**src/rtl/csr_req_pkg.sv**
```systemverilog
`default_nettype none
//------------------------------------------------------------------------------
// Package : csr_req_pkg
// Purpose : Shared command/result types and widths for the CSR req initiator.
// Rev     : 1.0  initial release
//------------------------------------------------------------------------------
package csr_req_pkg;

  localparam int CSR_ADDR_W = 3;
  localparam int CSR_DATA_W = 32;

  typedef struct packed {
    logic [CSR_ADDR_W-1:0] addr;
    logic [CSR_DATA_W-1:0] data;
    logic                  wr_en;
  } csr_cmd_t;

  typedef struct packed {
    logic [CSR_DATA_W-1:0] data;
    logic                  wr;
  } csr_res_t;

  localparam int CSR_CMD_W = $bits(csr_cmd_t);
  localparam int CSR_RES_W = $bits(csr_res_t);

endpackage
`default_nettype wire

```
**src/rtl/csr_req_rsp_fifo.sv**
```systemverilog
`default_nettype none
//------------------------------------------------------------------------------
// Module  : csr_req_rsp_fifo
// Purpose : Synchronous FIFO with full/empty/count; DEPTH must be a power of 2.
// Rev     : 1.0  initial release
//------------------------------------------------------------------------------
module csr_req_rsp_fifo
  import csr_req_pkg::*;
#(
  parameter int WIDTH = CSR_RES_W,
  parameter int DEPTH = 4
) (
  input  logic                     clk_i,
  input  logic                     rst_i,
  input  logic                     push_i,
  input  logic [WIDTH-1:0]         data_i,
  input  logic                     pop_i,
  output logic [WIDTH-1:0]         data_o,
  output logic                     full_o,
  output logic                     empty_o,
  output logic [$clog2(DEPTH):0]   count_o
);

  localparam int PTR_W = $clog2(DEPTH);
  localparam int CNT_W = PTR_W + 1;
  localparam logic [CNT_W-1:0] c_depth = CNT_W'(DEPTH);

  logic [WIDTH-1:0] r_mem [DEPTH];
  logic [PTR_W-1:0] r_wptr;
  logic [PTR_W-1:0] r_rptr;
  logic [CNT_W-1:0] r_count;
  logic             w_push;
  logic             w_pop;

  assign full_o  = (r_count == c_depth);
  assign empty_o = (r_count == '0);
  assign count_o = r_count;
  assign data_o  = r_mem[r_rptr];

  // A full FIFO still accepts a push when the head leaves in the same cycle.
  assign w_pop  = pop_i && !empty_o;
  assign w_push = push_i && (!full_o || w_pop);

  always_ff @(posedge clk_i) begin
    if (w_push) begin
      r_mem[r_wptr] <= data_i;
    end
  end

  always_ff @(posedge clk_i or posedge rst_i) begin
    if (rst_i) begin
      r_wptr  <= '0;
      r_rptr  <= '0;
      r_count <= '0;
    end else begin
      if (w_push) begin
        r_wptr <= r_wptr + 1'b1;
      end
      if (w_pop) begin
        r_rptr <= r_rptr + 1'b1;
      end
      case ({w_push, w_pop})
        2'b10:   r_count <= r_count + 1'b1;
        2'b01:   r_count <= r_count - 1'b1;
        default: r_count <= r_count;
      endcase
    end
  end

endmodule
`default_nettype wire

```
**src/rtl/csr_req_initiator.sv**
```systemverilog
`default_nettype none
//------------------------------------------------------------------------------
// Module  : csr_req_initiator
// Purpose : Host-to-CSR request initiator with in-order result return.
//           Optional sticky watchdog enabled by CSR_REQ_TIMEOUT_EN.
// Rev     : 1.0  initial release
//------------------------------------------------------------------------------
module csr_req_initiator
  import csr_req_pkg::*;
#(
  parameter int RegAddrWidth  = CSR_ADDR_W,
  parameter int RegDataWidth  = CSR_DATA_W,
  parameter int RspFifoDepth  = 4,
  parameter int TimeoutCycles = 256
) (
  input  logic                    clk_i,
  input  logic                    rst_i,
  input  logic [RegAddrWidth-1:0] cmd_addr_i,
  input  logic [RegDataWidth-1:0] cmd_data_i,
  input  logic                    cmd_wr_en_i,
  input  logic                    cmd_valid_i,
  output logic                    cmd_ready_o,
  output logic [RegDataWidth-1:0] res_data_o,
  output logic                    res_wr_o,
  output logic                    res_valid_o,
  input  logic                    res_ready_i,
  output logic [RegAddrWidth-1:0] csr_addr_o,
  output logic [RegDataWidth-1:0] csr_wr_data_o,
  output logic                    csr_wr_en_o,
  output logic                    csr_req_valid_o,
  input  logic                    csr_req_ready_i,
  input  logic [RegDataWidth-1:0] csr_rd_data_i,
  input  logic                    csr_rsp_valid_i,
  output logic                    csr_rsp_ready_o,
  output logic                    timeout_o
);

  localparam int CNT_W = $clog2(RspFifoDepth) + 1;
  localparam logic [CNT_W-1:0] c_max_inflight = CNT_W'(RspFifoDepth);

  csr_cmd_t         r_req;
  logic             r_req_valid;
  logic [CNT_W-1:0] r_inflight;
  logic             w_timeout;

  logic             w_cmd_hs;
  logic             w_req_hs;
  logic             w_rsp_hs;
  logic             w_res_hs;

  csr_res_t         w_res_push;
  csr_res_t         w_res_head;
  logic             w_res_full;
  logic             w_res_empty;
  logic [CNT_W-1:0] w_res_count;

  logic             w_tag_head;
  logic             w_tag_full;
  logic             w_tag_empty;
  logic [CNT_W-1:0] w_tag_count;

  // Credits cover every command until its result has left toward the host.
  assign cmd_ready_o = (!r_req_valid || csr_req_ready_i)
                       && (r_inflight < c_max_inflight)
                       && !w_timeout;

  assign w_cmd_hs = cmd_valid_i && cmd_ready_o;
  assign w_req_hs = r_req_valid && csr_req_ready_i;
  assign w_rsp_hs = csr_rsp_valid_i && csr_rsp_ready_o;
  assign w_res_hs = res_valid_o && res_ready_i;

  assign csr_addr_o      = r_req.addr;
  assign csr_wr_data_o   = r_req.data;
  assign csr_wr_en_o     = r_req.wr_en;
  assign csr_req_valid_o = r_req_valid;

  always_ff @(posedge clk_i or posedge rst_i) begin
    if (rst_i) begin
      r_req       <= '0;
      r_req_valid <= 1'b0;
    end else if (w_cmd_hs) begin
      r_req       <= '{addr: cmd_addr_i, data: cmd_data_i, wr_en: cmd_wr_en_i};
      r_req_valid <= 1'b1;
    end else if (w_req_hs) begin
      r_req_valid <= 1'b0;
    end
  end

  always_ff @(posedge clk_i or posedge rst_i) begin
    if (rst_i) begin
      r_inflight <= '0;
    end else begin
      case ({w_cmd_hs, w_res_hs})
        2'b10:   r_inflight <= r_inflight + 1'b1;
        2'b01:   r_inflight <= r_inflight - 1'b1;
        default: r_inflight <= r_inflight;
      endcase
    end
  end

  // The tag queue remembers wr_en of each issued request until its response arrives.
  csr_req_rsp_fifo #(
    .WIDTH (1),
    .DEPTH (RspFifoDepth)
  ) u_tag_fifo (
    .clk_i   (clk_i),
    .rst_i   (rst_i),
    .push_i  (w_req_hs),
    .data_i  (r_req.wr_en),
    .pop_i   (w_rsp_hs),
    .data_o  (w_tag_head),
    .full_o  (w_tag_full),
    .empty_o (w_tag_empty),
    .count_o (w_tag_count)
  );

  assign w_res_push = '{data: csr_rd_data_i, wr: w_tag_head};

  csr_req_rsp_fifo #(
    .WIDTH (CSR_RES_W),
    .DEPTH (RspFifoDepth)
  ) u_res_fifo (
    .clk_i   (clk_i),
    .rst_i   (rst_i),
    .push_i  (w_rsp_hs),
    .data_i  (w_res_push),
    .pop_i   (w_res_hs),
    .data_o  (w_res_head),
    .full_o  (w_res_full),
    .empty_o (w_res_empty),
    .count_o (w_res_count)
  );

  assign csr_rsp_ready_o = !w_res_full;
  assign res_valid_o     = !w_res_empty;
  // Memory contents survive reset, so the head is masked while the FIFO is empty.
  assign res_data_o      = w_res_empty ? '0 : w_res_head.data;
  assign res_wr_o        = !w_res_empty && w_res_head.wr;

`ifdef CSR_REQ_TIMEOUT_EN
  localparam int WD_W = $clog2(TimeoutCycles + 1);
  localparam logic [WD_W-1:0] c_wd_max = WD_W'(TimeoutCycles);

  logic [WD_W-1:0] r_wd_cnt;
  logic [WD_W-1:0] w_wd_next;
  logic            r_timeout;

  always_comb begin
    w_wd_next = r_wd_cnt;
    if (w_rsp_hs) begin
      w_wd_next = '0;
    end else if ((r_inflight != '0) && (r_wd_cnt != c_wd_max)) begin
      w_wd_next = r_wd_cnt + 1'b1;
    end
  end

  always_ff @(posedge clk_i or posedge rst_i) begin
    if (rst_i) begin
      r_wd_cnt  <= '0;
      r_timeout <= 1'b0;
    end else begin
      r_wd_cnt  <= w_wd_next;
      r_timeout <= r_timeout || (w_wd_next == c_wd_max);
    end
  end

  assign w_timeout = r_timeout;

  logic w_unused_cfg;
  assign w_unused_cfg = 1'b0;
`else
  assign w_timeout = 1'b0;

  logic w_unused_cfg;
  assign w_unused_cfg = TimeoutCycles[0];
`endif

  assign timeout_o = w_timeout;

  logic w_unused;
  assign w_unused = ^{w_tag_full, w_tag_empty, w_tag_count, w_res_count, w_unused_cfg};

endmodule
`default_nettype wire
```
**config.mk**
```make
export PLATFORM = sky130hd
export DESIGN_NAME = csr_req_initiator
export DESIGN_NICKNAME = d
export VERILOG_FILES = /design/src/rtl/csr_req_pkg.sv /design/src/rtl/csr_req_rsp_fifo.sv /design/src/rtl/csr_req_initiator.sv
export SDC_FILE = /design/constraint.sdc
export NUM_CORES = 1
export LEC_CHECK = 0
export ABC_AREA = 1
export CAP_MARGIN = 10
export CORE_MARGIN = 2
export CORE_UTILIZATION = 54
export CTS_BUF_LIST = sky130_fd_sc_hd__clkbuf_8
export DETAILED_ROUTE_END_ITERATION = 6
export HOLD_SLACK_MARGIN = 0.05
export PLACE_DENSITY = 0.82
export SETUP_SLACK_MARGIN = 0.1
export SKIP_LAST_GASP = 1
export SLEW_MARGIN = 20
export SYNTH_ARGS = -nofsm -noshare
export SYNTH_HDL_FRONTEND = slang
export SYNTH_SLANG_ARGS = --single-unit
export TNS_END_PERCENT = 30
```
**constraint.sdc**
```tcl
create_clock -name clk_i -period 3.2 [get_ports clk_i]
set_clock_uncertainty 0.1 [all_clocks]
set_input_delay 0.8 -clock clk_i [delete_from_list [all_inputs] [get_ports clk_i]]
set_output_delay 0.8 -clock clk_i [all_outputs]
set_load 0.05 [all_outputs]
```
==> results of run 1 <==
[worst min-delay path, stage by stage, from the launching register on]
cell and delay, ns:
dfrtp_1 0.36, nand2_1 0.05, nand2_1 0.04
[registers in the layout, indices dropped and copies added, names as in the netlist]
name                count
u_tag_fifo.r_rptr       2
u_res_fifo.r_wptr       2
u_tag_fifo.count_o      3
csr_addr_o              3
u_tag_fifo.r_wptr       2
csr_wr_en_o             1
u_res_fifo.count_o      3
csr_wr_data_o          32
r_inflight              3
u_res_fifo.r_mem      132
u_tag_fifo.r_mem        4
csr_req_valid_o         1
u_res_fifo.r_rptr       2
[cell usage in the layout, fill, tap and decap left out, drive strengths merged]
cell / n
nor2: 145
edfxtp: 136
clkdlybuf4s50: 112
nand2: 98
o21ai: 71
dfrtp: 54
buf: 49
nand3: 40
a21oi: 39
inv: 35
clkbuf: 17
ha: 11
clkinvlp: 7
xnor2: 5
xor2: 4
or2: 3
fa: 3
clkinv: 3
bufinv: 2
a32oi: 1
nor3: 1
conb: 1
[what timing repair did]
| item | in CTS | in global routing |
|---|---|---|
| hold endpoints to repair | 0 | 0 |
| hold buffers | 0 | 0 |
| gates resized for setup | 4 | 7 |
| endpoints found under the setup margin | 31 | 26 |
| cloned | 0 | 0 |
[kinds of logic after synthesis]
group | count (synthesis)
buffers and inverters | 70
DFF | 190
adders and majority gates | 14
xor gates and xnor gates | 9
AOI/OAI and AO/OA | 111
and+or+nand+nor | 287
other | 1
[cell type report]
| class | instances | share of cell area (%) |
|---|---|---|
| well taps | 180 | 2.212 |
| repair buffers | 161 | 19.29 |
| clock buffers | 17 | 2.298 |
| inverters | 32 | 1.278 |
| multi-input cells | 422 | 20.06 |
| flip-flops and latches | 190 | 53.42 |
| clock inverters | 15 | 1.438 |
[final timing paths]
kind	startpoint	to
worst max register to register	u_res_fifo.count_o[0]	u_res_fifo.count_o[2]
min in group asynchronous	rst_i	csr_wr_data_o[30]
worst min-delay path	csr_wr_data_o[18]	csr_wr_data_o[18]
worst max-delay path	u_res_fifo.r_rptr[0]	res_data_o[21]
worst min register to register	csr_wr_data_o[18]	csr_wr_data_o[18]
max in group asynchronous	rst_i	u_res_fifo.r_rptr[0]
[routing by layer]
| metal | track usage [%] | wire (um) | up-vias |
|---|---|---|---|
| met2 | 37.42 | 8288 | 209 |
| met5 | 0 | 0 | - |
| met3 | 6.959 | 1476 | 24 |
| met4 | 8.857 | 288 | 0 |
| li1 | - | - | 2577 |
| met1 | 27.42 | 6676 | 2596 |
[power by group through the flow]
stage	clock [mW]	sequential [mW]	combinational, mW
detailed placement	0	3.77	6.92
global route	1.62	3.82	7.35
global placement	0	3.73	6.76
finish	1.50	3.74	6.92
floorplan	0	4.44	3.41
CTS	1.52	3.74	6.95
==> reports/qor.yml, run 1 <==
port_buffers: 146
synth-async-reset-ratio_pct: 28.42
wirelength_um: 16730
drive_gt1_share_pct: 11.95
synth-xor-area-share_pct: 1.009
min_path_type: "flop to flop"
final_nets: 912
cts_root_buf: "clkbuf_8"
layout_min_cycle_time_ns: 2.981
p_comb_share_pct: 56.9
cts_tree: "done"
intPower_mw: 6.700
synth_edf_count: 136
hold_depth: 2
crit_buf_inv: 2
max_stage_delay_ns: 0.59
grt_pass1_wl_um: 27370
rr_worst_depth: 10
setup.worst_path.start_class: "flop"
cts_buffer_depth: 2
cts_inserted_buffers: 17
gp_congestion: 0.8090
synth_common_cells: "143 x nor2_1, 136 x edfxtp_1, 95 x nand2_1"
num_rows: 43
arrival_ns: 2.08
ys.flop_type: "edfxtp_1"
synth_area_per_cell_um2: 11.45
critical_path.top_delay_family: "flip-flops"
grt_pass1_vias: 5672
antenna_found_initial: 0
grt-ovfl-total: 0
critPathCaptureType: "primary output"
grt.total_usage_pct: 22.43
coreArea_um2: 13990
pwr-share-seq_pct: 30.8
seq_area_frac_synth_pct: 69.58
dieHeight_um: 124.3
worst_pin_slew_ns: 0.6726
slew_violations: 0
relSlewSlack_pct: 55.16
drt-pass1-iter-count: 5
final-seq-area_um2: 5440
yosysTopAreaCell: "edfxtp_1"
num_vias: 5406
dp_hpwl_um: 10740
yosysWarnings: 0
placed_cells: 985
timing.fmax_mhz: 335.5
synthesis.area_um2: 7811
design_area_um2: 10180
antenna_left: 0
power.leakage_nw: 3.972
setup_viol: 0
synth_top_family_by_area: "simple AND/OR/NAND/NOR gates"
num_io_pins: 148
clk_latency_ns: 0.45
antenna_cells: 0
finalCoreUtilization_pct: 72.80
vdd_drop_max_mv: 0.6826
crit_path_cell_trace: "buf_12, nor2_1, nor2_1, o21ai_0, a21oi_2, buf_12"
routedWlPerCell_um: 16.45
crit_slowest_cell: "dfrtp_4"
pre_cts_ws_ns: 0.2264
synthMuxAreaShare_pct: 0
multiInputGateArea_um2: 2043
fin_total_pwr_mw: 12.16
fin_hold_ws_ns: 0.3786
r2r_slack_ns: 0.87
grt_max_degree: 69
synth_area_leaders: "edfxtp_1 52%, dfrtp_1 17%, nor2_1 6.9%, nand2_1 4.6%, o21ai_0 2.6%"
path_class: "flop to primary output"
synth-compound-area-share_pct: 7.208
pwr-share-clk_pct: 12.3
synth_cell_types: 29
dpl-instance-area_um2: 9768
synth-seq-cells: 190
synth_adder_area_share_pct: 2.531
numClockSinks: 190
ctsHtreeMaxLevel: 4
clk_pin_slew_ns: 0.09
areaGrowthSynthToFinish_pct: 30.37
status: "complete, no violations"
initial_core_util_pct: 55.84
postCtsSetupBuffers: 0
die_area_um2: 15440
rsz0062_at_grt: "false"
fin_ws_ns: 0.2191
drt_iter0_markers: 410
netSwitchingFraction_pct: 44.91
syn_inst: 682
n_fill_cell: 914
die_x_um: 124.3
synth_top_area_share_pct: 52.28
tns_ns: 0
synthSimpleGateAreaFrac_pct: 14.83
worstPathMaxFanout: 38
vias_per_cell: 5.316
hold_viol_final: 0
crit_cells: 6
maxCapViolations: 0
critical_path_required_ns: 2.30
syn_nets: 770
yosysMostFrequentCell: "nor2_1"
p_sw_mw: 5.462
fin_crit_sh_pct: 93.15
p_per_area_nw_per_um2: 1194
final_cells: 1017
drc: 0
(Power assumes the default switching activity.)
==> inputs of run 2 (changes only) <==
RECOVER_POWER = 50   (was not set)
==> run 2 against run 1 <==
  * Power decreased by 0.43%
  * Clock power about the same
  * Combinational power decreased by 0.7%
  * Worst hold slack about the same
  * Cell count about the same
  * Maximum frequency decreased by 1.1%
  * Sequential power about the same
  * Critical path depth increased by 3
  * Via count increased by 0.20%
  * Utilization decreased by 0.36 points
  * Count of clock-buffer cells in the layout unchanged
  * Largest cell class unchanged
  * Largest power group unchanged
==> reports/qor.yml, run 2 (synthesized netlist as in run 1, its figures left out) <==
routedWlPerCell_um: 16.47  # +0.13%
drc: 0  # unchanged
hold_depth: 2  # unchanged
vdd_drop_max_mv: 0.6828  # about the same
grt_pass1_wl_um: 27370  # unchanged
dp_hpwl_um: 10740  # unchanged
num_io_pins: 148  # unchanged
final_cell_mix: "140 x nor2_1, 136 x edfxtp_1, 97 x nand2_1"
num_rows: 43  # unchanged
largest-register: "u_res_fifo.r_mem"
crit_slowest_cell: "dlygate4sd3_1"
postCtsSetupBuffers: 0  # unchanged
numClockSinks: 190  # unchanged
worst_pin_slew_ns: 1.309  # +0.6359 ns
antenna_left: 0  # unchanged
grt-ovfl-total: 0  # unchanged
ctsHoldBuffers: 0  # unchanged
wirelength_um: 16770  # +0.23%
drt-pass1-iter-count: 4  # -1
crit_path_cell_trace: "dlygate4sd3_1, nand2_4, clkbuf_1, ha_1, inv_1, fa_1, or2_2, nand2_1, xor2_1"
min_path_type: "flop to flop"
hp-start: "csr_wr_data_o[1]"
p_per_area_nw_per_um2: 1195  # about the same
num_vias: 5417  # +0.20%
coreArea_um2: 13990  # unchanged
cts_tree: "done"
setup.worst_path.start_class: "input pin"
worstPathMaxFanout: 8  # -79%
slew_violations: 0  # unchanged
final_nets: 912  # unchanged
rsz0062_at_grt: "false"
layout_min_cycle_time_ns: 3.014  # +0.03335 ns
grt_pass1_vias: 5672  # unchanged
critical_path.top_delay_family: "buffers and inverters"
final_common_cell: "nor2_1"
maxCapViolations: 0  # unchanged
design_area_um2: 10130  # -0.49%
reg2reg_to: "u_res_fifo.count_o[2]"
hold_end: "csr_wr_data_o[1]"
areaGrowthSynthToFinish_pct: 29.73
relSlewSlack_pct: 12.76  # -42 points
initial_core_util_pct: 55.84  # unchanged
fin_crit_sh_pct: 94.20  # +1.0 points
cts_root_buf: "clkbuf_8"
critPathCaptureType: "flop"
arrival_ns: 3.29  # +1.21 ns
path_class: "input pin to flop"
rr_worst_depth: 10  # unchanged
port_buffers: 146  # unchanged
vias_per_cell: 5.321  # +0.11%
antenna_found_initial: 1  # +1
dieHeight_um: 124.3  # unchanged
clk_latency_ns: 0.45  # about the same
die_area_um2: 15440  # unchanged
cts_buffer_depth: 2  # unchanged
tns_ns: 0  # unchanged
gp_congestion: 0.8090  # unchanged
r2r_start: "u_res_fifo.count_o[0]"
r2r_slack_ns: 0.44  # -0.43 ns
drive_gt1_share_pct: 11.23  # -0.72 points
clk_pin_slew_ns: 0.09  # about the same
hold_viol_final: 0  # unchanged
cts_inserted_buffers: 17  # unchanged
power.leakage_nw: 3.964  # -0.21%
die_x_um: 124.3  # unchanged
ctsHtreeMaxLevel: 4  # unchanged
critical_path_required_ns: 3.48  # +1.18 ns
grt.total_usage_pct: 22.43  # unchanged
crit_buf_inv: 3  # +1
max_stage_delay_ns: 0.60  # about the same
dpl-instance-area_um2: 9768  # unchanged
setup_viol: 0  # unchanged
drt_iter0_markers: 422  # +2.9%
grt_max_degree: 69  # unchanged
timing.fmax_mhz: 331.8  # -1.1%
largest_reg_flops: 132  # unchanged
status: "complete, no violations"
## run 2: worst register-to-register path: cells and delay by family (launching register included)
family / cells / cell delay (ns)
and+or+nand+nor: 5 / 0.75
adders and majority gates: 2 / 0.67
buffers and inverters: 2 / 0.62
xor gates and xnor gates: 1 / 0.14
DFF: 1 / 0.42
## run 2: final cells by class
type	count	area [um2]
timing repair buffer	161	1928
fill	921	3855
clock inverter	15	146.4
multi-input combinational	422	2027
antenna	1	2.502
tap	180	225.2
clock buffer	17	234.0
inverter	32	130.1
sequential	190	5440
## run 2: where the power goes
part | switching [mW] | internal, mW
logic | 4.27 | 2.60
clock network | 0.808 | 0.687
registers | 0.367 | 3.38
total | 5.44 | 6.66
## run 2: worst max path at each step
stage	from	end	cells after the start
final	csr_rsp_valid_i	u_res_fifo.count_o[2]	9
after global routing	u_res_fifo.r_rptr[0]	res_data_o[21]	6
after CTS	u_res_fifo.r_rptr[0]	res_data_o[21]	6
after detailed placement	csr_rsp_valid_i	u_res_fifo.count_o[2]	9
after global placement	csr_rsp_valid_i	u_res_fifo.count_o[2]	9
after floorplan	u_res_fifo.count_o[0]	u_res_fifo.r_mem[0][0]	4
## run 2: per-layer routing
| layer | GRT usage, % | up-vias | part of all wire, % |
|---|---|---|---|
| met5 | 0 | - | 0 |
| met4 | 8.857 | 0 | 1.7 |
| met3 | 6.959 | 24 | 8.4 |
| met2 | 37.42 | 207 | 50 |
| met1 | 27.42 | 2607 | 40 |
| li1 | - | 2579 | - |
## run 2: timing repair
action,CTS,global route
gates resized for setup,4,7
pin swaps,0,0
setup endpoints to repair,31,26
## run 2: through the flow
stage	instances	hold WS [ns]	setup WS [ns]	utilization, %	total power, mW
floorplan	682	0.3465	0.2544	-	7.848
global placement	985	0.3535	0.3355	69.83	10.49
detailed placement	985	0.3581	0.2264	69.83	10.70
CTS	1017	0.3807	0.06136	72.63	12.21
global route	1017	0.4112	0.1009	72.42	12.74
finish	1018	0.3789	0.1857	72.44	12.11
